File: src/rtl/serial_subtractor_pkg.sv
// Shared definitions for the bit-serial subtractor: controller state encoding
// and the default operand width.
package serial_subtractor_pkg;

    localparam int unsigned DefaultWidth = 4;

    typedef enum logic [1:0] {
        StIdle  = 2'd0,
        StShift = 2'd1,
        StDone  = 2'd2
    } state_e;

endpackage

File: src/rtl/full_subtractor.sv
// Single-bit full subtractor cell: diff = x - y - bi, with borrow-out bo.
module full_subtractor (
    input  logic x,
    input  logic y,
    input  logic bi,
    output logic diff,
    output logic bo
);

    // Pure combinational cell equations.
    always_comb begin
        diff = x ^ y ^ bi;
        bo   = (~x & y) | (~(x ^ y) & bi);
    end

endmodule

File: src/rtl/serial_subtractor.sv
// Bit-serial subtractor: D = A - B - b_in, one bit per clock, LSB first,
// using one full-subtractor cell and a registered borrow. start/busy/done
// handshake; done is a one-cycle pulse, d/b_out held until the next start.
// Optional build macro SERIAL_SUBTRACTOR_SIGNED_OVF_EN adds a registered
// two's-complement overflow flag (ovf) for A - B.
module serial_subtractor
    import serial_subtractor_pkg::*;
#(
    parameter int unsigned WIDTH = DefaultWidth
) (
    input  logic             clock,
    input  logic             resetn,
    input  logic             start,
    input  logic [WIDTH-1:0] a,
    input  logic [WIDTH-1:0] b,
    input  logic             b_in,
    output logic             busy,
    output logic             done,
    output logic [WIDTH-1:0] d,
    output logic             b_out
`ifdef SERIAL_SUBTRACTOR_SIGNED_OVF_EN
    ,
    output logic             ovf
`endif
);

    localparam int unsigned CntW = $clog2(WIDTH);

    state_e            state_q, state_d;
    logic [WIDTH-1:0]  a_q, a_d;
    logic [WIDTH-1:0]  b_q, b_d;
    logic [WIDTH-1:0]  d_q, d_d;
    logic              borrow_q, borrow_d;
    logic              b_out_q, b_out_d;
    logic [CntW-1:0]   cnt_q, cnt_d;
    logic              cell_diff, cell_bo;
    logic              accept;
    logic              last_bit;

`ifdef SERIAL_SUBTRACTOR_SIGNED_OVF_EN
    logic              a_msb_q, a_msb_d;
    logic              b_msb_q, b_msb_d;
    logic              ovf_q, ovf_d;
`endif

    assign accept   = start && ((state_q == StIdle) || (state_q == StDone));
    assign last_bit = (cnt_q == CntW'(WIDTH - 1));

    full_subtractor u_cell (
        .x    (a_q[0]),
        .y    (b_q[0]),
        .bi   (borrow_q),
        .diff (cell_diff),
        .bo   (cell_bo)
    );

    // Controller state register.
    always_ff @(posedge clock or negedge resetn) begin
        if (!resetn) begin
            state_q <= StIdle;
        end else begin
            state_q <= state_d;
        end
    end

    // Controller next-state: start is ignored while shifting.
    always_comb begin
        state_d = state_q;
        unique case (state_q)
            StIdle:  if (start) state_d = StShift;
            StShift: if (last_bit) state_d = StDone;
            StDone:  state_d = start ? StShift : StIdle;
            default: state_d = StIdle;
        endcase
    end

    // Controller outputs decoded from state.
    always_comb begin
        busy = (state_q == StShift);
        done = (state_q == StDone);
    end

    // Datapath next-state: load on accepted start, shift one bit per SHIFT cycle.
    always_comb begin
        a_d      = a_q;
        b_d      = b_q;
        d_d      = d_q;
        borrow_d = borrow_q;
        b_out_d  = b_out_q;
        cnt_d    = cnt_q;
`ifdef SERIAL_SUBTRACTOR_SIGNED_OVF_EN
        a_msb_d  = a_msb_q;
        b_msb_d  = b_msb_q;
        ovf_d    = ovf_q;
`endif
        if (accept) begin
            a_d      = a;
            b_d      = b;
            d_d      = '0;
            borrow_d = b_in;
            cnt_d    = '0;
`ifdef SERIAL_SUBTRACTOR_SIGNED_OVF_EN
            a_msb_d  = a[WIDTH-1];
            b_msb_d  = b[WIDTH-1];
`endif
        end else if (state_q == StShift) begin
            // Difference bits enter at the MSB so bit 0 lands in d[0] after WIDTH shifts.
            d_d      = {cell_diff, d_q[WIDTH-1:1]};
            a_d      = a_q >> 1;
            b_d      = b_q >> 1;
            borrow_d = cell_bo;
            cnt_d    = cnt_q + CntW'(1);
            if (last_bit) begin
                b_out_d = cell_bo;
`ifdef SERIAL_SUBTRACTOR_SIGNED_OVF_EN
                // cell_diff is the result MSB on this final shift.
                ovf_d   = (a_msb_q != b_msb_q) && (cell_diff != a_msb_q);
`endif
            end
        end
    end

    // Datapath registers.
    always_ff @(posedge clock or negedge resetn) begin
        if (!resetn) begin
            a_q      <= '0;
            b_q      <= '0;
            d_q      <= '0;
            borrow_q <= 1'b0;
            b_out_q  <= 1'b0;
            cnt_q    <= '0;
`ifdef SERIAL_SUBTRACTOR_SIGNED_OVF_EN
            a_msb_q  <= 1'b0;
            b_msb_q  <= 1'b0;
            ovf_q    <= 1'b0;
`endif
        end else begin
            a_q      <= a_d;
            b_q      <= b_d;
            d_q      <= d_d;
            borrow_q <= borrow_d;
            b_out_q  <= b_out_d;
            cnt_q    <= cnt_d;
`ifdef SERIAL_SUBTRACTOR_SIGNED_OVF_EN
            a_msb_q  <= a_msb_d;
            b_msb_q  <= b_msb_d;
            ovf_q    <= ovf_d;
`endif
        end
    end

    assign d     = d_q;
    assign b_out = b_out_q;
`ifdef SERIAL_SUBTRACTOR_SIGNED_OVF_EN
    assign ovf   = ovf_q;
`endif

endmodule

File: config.mk
export PLATFORM = sky130hd
export DESIGN_NAME = serial_subtractor
export DESIGN_NICKNAME = d
export VERILOG_FILES = /design/src/rtl/serial_subtractor_pkg.sv /design/src/rtl/full_subtractor.sv /design/src/rtl/serial_subtractor.sv
export SDC_FILE = /design/constraint.sdc
export NUM_CORES = 1
export LEC_CHECK = 0
export ABC_AREA = 0
export CORE_ASPECT_RATIO = 0.9
export CORE_MARGIN = 2
export CORE_UTILIZATION = 24
export DETAILED_ROUTE_END_ITERATION = 12
export SLEW_MARGIN = 5
export SYNTH_ARGS = -nofsm -noshare
export SYNTH_HDL_FRONTEND = slang
export SYNTH_SLANG_ARGS = --single-unit
File: constraint.sdc
create_clock -name clock -period 1.7 [get_ports clock]
set_input_delay 0.255 -clock clock [delete_from_list [all_inputs] [get_ports clock]]
set_output_delay 0.255 -clock clock [all_outputs]
set_load 0.1 [all_outputs]
# [Word level (Yosys, flattened, before mapping)]
# Index checks and enable logic that the tools add are counted.
[classes] eq_ne=5 n_reduce_logical=6 add_sub_neg=1 bitwise_logic=8 muxes=14
[op_table] op="2-to-1 mux 4 bit" count=6
[op_table] op="2-to-1 mux 2 bit" count=4
[op_table] op="one-hot mux 2 bit (3 select lines)" count=1
[op_table] op="== test 2 bit (second input constant)" count=2
[op_table] op="2-to-1 mux 1 bit" count=3
[op_table] op="inverter 1 bit" count=3
[op_table] op="AND reduction 3 bit" count=1
[op_table] op="adder 2 x 1 -> 2 bit (second input constant)" count=1
[op_table] op="bitwise AND 1 bit" count=2
[op_table] op="== test 2 x 1 -> 1 bit (second input constant)" count=1
[op_table] op="logical NOT 2 bit" count=1
[op_table] op="!= test 2 x 1 -> 1 bit (second input constant)" count=1
[op_table] op="!= test 2 bit (second input constant)" count=1
[op_table] op="AND reduction 2 bit" count=1
[op_table] op="nonzero test 2 bit" count=1
[op_table] op="XOR 1 bit" count=2
[op_table] op="logical AND 1 bit" count=1
[op_table] op="logical OR 1 bit" count=1
[op_table] op="bitwise OR 1 bit" count=1
[word_totals] out_inout_bits=7 word_cells=41 ff_bits=18

# [Longest topological paths before layout]
[logic_depth] depth_word=6 depth_mapped=4 ltp_nobuf=4

# [By module]
# From an unflattened synthesis, not the netlist that was laid out.
[hier_totals] hier_cells=74 area_unflattened_um2=953.4
[by_module_without_submodules] mod="serial_subtractor" instances=1 cells_per_inst=70 area_per_inst_um2=922.1 seq_area_each_um2=450.4
[by_module_without_submodules] mod="full_subtractor" instances=1 cells_per_inst=4 area_per_inst_um2=31.3 seq_area_each_um2=0.0

# [Least setup slack after synthesis]
# Ideal clock, no wire load.
[synth_path] path_kind="register to output" start="reg state_q[0]" end="out done" path_slack_ns=-0.487 path_buffers=1 t_arrival_ns=1.932 stages_incl_launch_ff=3 path_cell_list="dfrtp_1 > buf_2 > nor2b_1"
[synth_via] elab_chain_cells=1
[synth_rtl] element="from (decl)" line="serial_subtractor.sv:29" text="state_e state_q, state_d;"
[synth_rtl] element="from (signal assigned)" line="serial_subtractor.sv:60" text="state_q <= StIdle;"
[synth_rtl] element="from (signal assigned)" line="serial_subtractor.sv:62" text="state_q <= state_d;"
[synth_rtl] element="== test 2 bit" line="serial_subtractor.sv:80" text="done = (state_q == StDone);"
[synth_rtl] element="to (decl)" line="serial_subtractor.sv:18" text="output logic done,"
# Every way passes these cells.

# [Final worst setup path]
[layout_path] start="reg state_q[0]" end="out busy"
[layout_via] elab_chain_cells=1
[layout_rtl] element="== test 2 x 1 -> 1 bit" line="serial_subtractor.sv:79" text="busy = (state_q == StShift);"
[layout_rtl] element="to (decl)" line="serial_subtractor.sv:17" text="output logic busy,"
# Every way passes these cells.

==> reports/results.tsv <==
stage	metric	value	unit
synth	synth_area_per_cell	11.74	um^2
detailed_routing	drtAntennaViolNets	0	
cells_and_area	area_growth	44.14	%
timing	slew_headroom	80.00	%
synth	seq_area_frac_synth	54.05	%
worst_setup_path	worstSetupStartpoint	state_q[0]$_DFFE_PN0P_	
placed_design	preCtsSetupSlack	0.02761	ns
synth	ys_ff_latch	18	
hold_path	hp-class	in -> async	
cells_and_area	fillCellCount	349	
clock_network	cts-buffers-inserted	3	
detailed_routing	drcViolationCount	0	
synth	yosysWarnings	0	
worst_setup_path	path_delay_family	flip-flops	
floorplan	fp-row-count	20	
floorplan	core-area	3353	um^2
cells_and_area	nNetsFinal	108	
clock_network	clockBufferDepth	2	
detailed_routing	drt_wl_total	1743	um
worst_setup_path	cp.depth	3	
worst_setup_path	cp-start-kind	flop	
placed_design	gp_congestion	0.7890	
cells_and_area	num_antenna_cells	0	
timing	finalClockSkew	0.001211	ns
timing	finalCritPeriodShare	91.47	%
cells_and_area	layout_commonest_cell	dfrtp_1	
synth	synthCells	71	
grt	overflow	0	
grt	grt_first_pass_wirelength	3049	um
grt	grt.total_usage	10.31	%
clock_network	cts.sinks	18	
clock_network	clock-root-buffer	clkbuf_8	
floorplan	design.die.area	3960	um^2
synth	synth_nets	85	
clock_network	cts_setup_buffers	0	
cells_and_area	final_cell_mix	dfrtp_1, clkdlybuf4s50_1	
worst_setup_path	reg2reg_from	borrow_q$_DFFE_PN0P_	
detailed_routing	num_vias	611	
floorplan	io_pins	19	
worst_setup_path	critPathBufInv	2	
worst_setup_path	worstPathRequired	1.44	ns
timing	worst_slack	0.1451	ns
clock_network	insertion_delay	0.25	ns
worst_setup_path	rr_worst_depth	4	
clock_network	cts_tree	built	
worst_setup_path	max_stage_delay	0.48	ns
timing	worst_slew_pin_slew	0.3000	ns
placed_design	port_buffers	18	
grt	antenna_found_initial	0	
worst_setup_path	critPathMaxFanout	8	
worst_setup_path	timing.rr.end	borrow_q$_DFFE_PN0P_	
floorplan	die_y	59.90	um
worst_setup_path	r2r_setup_slack	0.36	ns
cells_and_area	seq_area	450.4	um^2
cells_and_area	multi_input_area	334.1	um^2
worst_setup_path	path_cells	nand2b_2 > clkinvlp_4 > buf_12	
grt	grt_pass1_vias	614	
placed_design	dpl.hpwl	1348	um
synth	synth.distinct_cells	23	
timing	rsz0062_at_grt	false	
cells_and_area	drive_gt1_share	23.66	%
grt	grt_max_degree	19	
synth	syn_area	833.3	um^2
run	maxCapViolCount	0	
worst_setup_path	endpoint_kind	output pin	
detailed_routing	routed_via_density	4.460	
detailed_routing	drtPass1Iterations	4	
detailed_routing	drt_iter0_drc	36	
worst_setup_path	critPathCapture	busy	
timing	setup_tns	0	ns
outcome	status	complete, no violations	
clock_network	postCtsHoldBufs	0	
detailed_routing	detail_route.wl_per_cell	12.72	um
timing	setup_viol	0	
worst_setup_path	crit_arrival	1.30	ns
timing	fmax	643.1	MHz
clock_network	cts-resized-gates	0	
timing	hold_viol	0	
timing	report.final.slew_viol_count	0	
floorplan	die_w	66.11	um
clock_network	clk_pin_slew	0.07	ns
clock_network	htreeDepth	1	
floorplan	initial_core_util	24.85	%
timing	min_period	1.555	ns
worst_setup_path	slowest_stage	dfrtp_1	
worst_setup_path	critPathKind	reg -> out	
==> cell type report <==
class	count	area share (%)
tap	44	4.583
timing repair buffer	21	22.71
clock buffer	4	4.583
sequential	18	37.50
multi-input combinational	42	27.81
inverter	8	2.813
==> cell families after synthesis <==
family	Yosys count	synth area share, %
DFF	18	54.05
buffers and inverters	11	6.456
muxes	6	8.258
AOI/OAI and AO/OA	24	19.37
adders and majority gates	2	3.904
and+or+nand+nor	10	7.959
==> worst min path at each step <==
stage	slack, ns	start	to
floorplan	-0.04	resetn	a_q[0]$_DFFE_PN0P_
global route	0.37	resetn	a_q[1]$_DFFE_PN0P_
detailed placement	0.50	a_q[3]$_DFFE_PN0P_	a_q[3]$_DFFE_PN0P_
finish	0.33	resetn	b_q[2]$_DFFE_PN0P_
global placement	0.49	a_q[3]$_DFFE_PN0P_	a_q[3]$_DFFE_PN0P_
CTS	0.33	resetn	b_q[1]$_DFFE_PN0P_
==> per-stage QoR <==
step / hold slack (ns) / instances / util (%) / cell area (um^2)
after floorplan: -0.04059 / 71 / - / 842.1
after global placement: 0.4925 / 133 / 34.18 / 1146
after detailed placement: 0.4953 / 133 / 34.18 / 1146
after CTS: 0.3348 / 137 / 35.82 / 1201
after global routing: 0.3750 / 137 / 35.82 / 1201
final: 0.3299 / 137 / 35.82 / 1201
==> synth_stat cells <==
library cell	count	area, um^2
a211oi_1	3	22.52
a21o_1	1	7.510
a21oi_1	7	35.03
a22o_1	7	61.31
and2b_1	3	22.52
buf_2	1	5.000
buf_4	1	7.510
buf_6	1	11.26
dfrtp_1	18	450.4
fa_1	1	20.02
ha_1	1	12.51
inv_1	8	30.03
mux2_2	3	33.78
mux2_4	1	15.01
mux2i_1	2	20.02
nand2_1	1	3.750
nand2b_1	1	6.260
nand3b_1	1	7.510
nor2_2	1	6.260
nor2b_1	2	12.51
o21ai_0	2	10.01
o22ai_1	4	25.02
or2b_1	1	7.510
==> registers in the layout (all words and copies together) (netlist names) <==
register / flops
borrow_q: 1
b_q: 4
state_q: 2
a_q: 4
cnt_q: 2
d: 4
b_out: 1
==> routing by layer <==
| layer | wire length, um | vias up | global-route usage (%) |
|---|---|---|---|
| met5 | 0 | - | 0 |
| met4 | 0 | 0 | 1.749 |
| met3 | 156 | 0 | 4.520 |
| met2 | 745 | 19 | 15.29 |
| met1 | 841 | 297 | 14.18 |
| li1 | - | 295 | - |
Power is not shown: default switching activity piles up to over one toggle a cycle in this logic, so the estimate is an artifact.
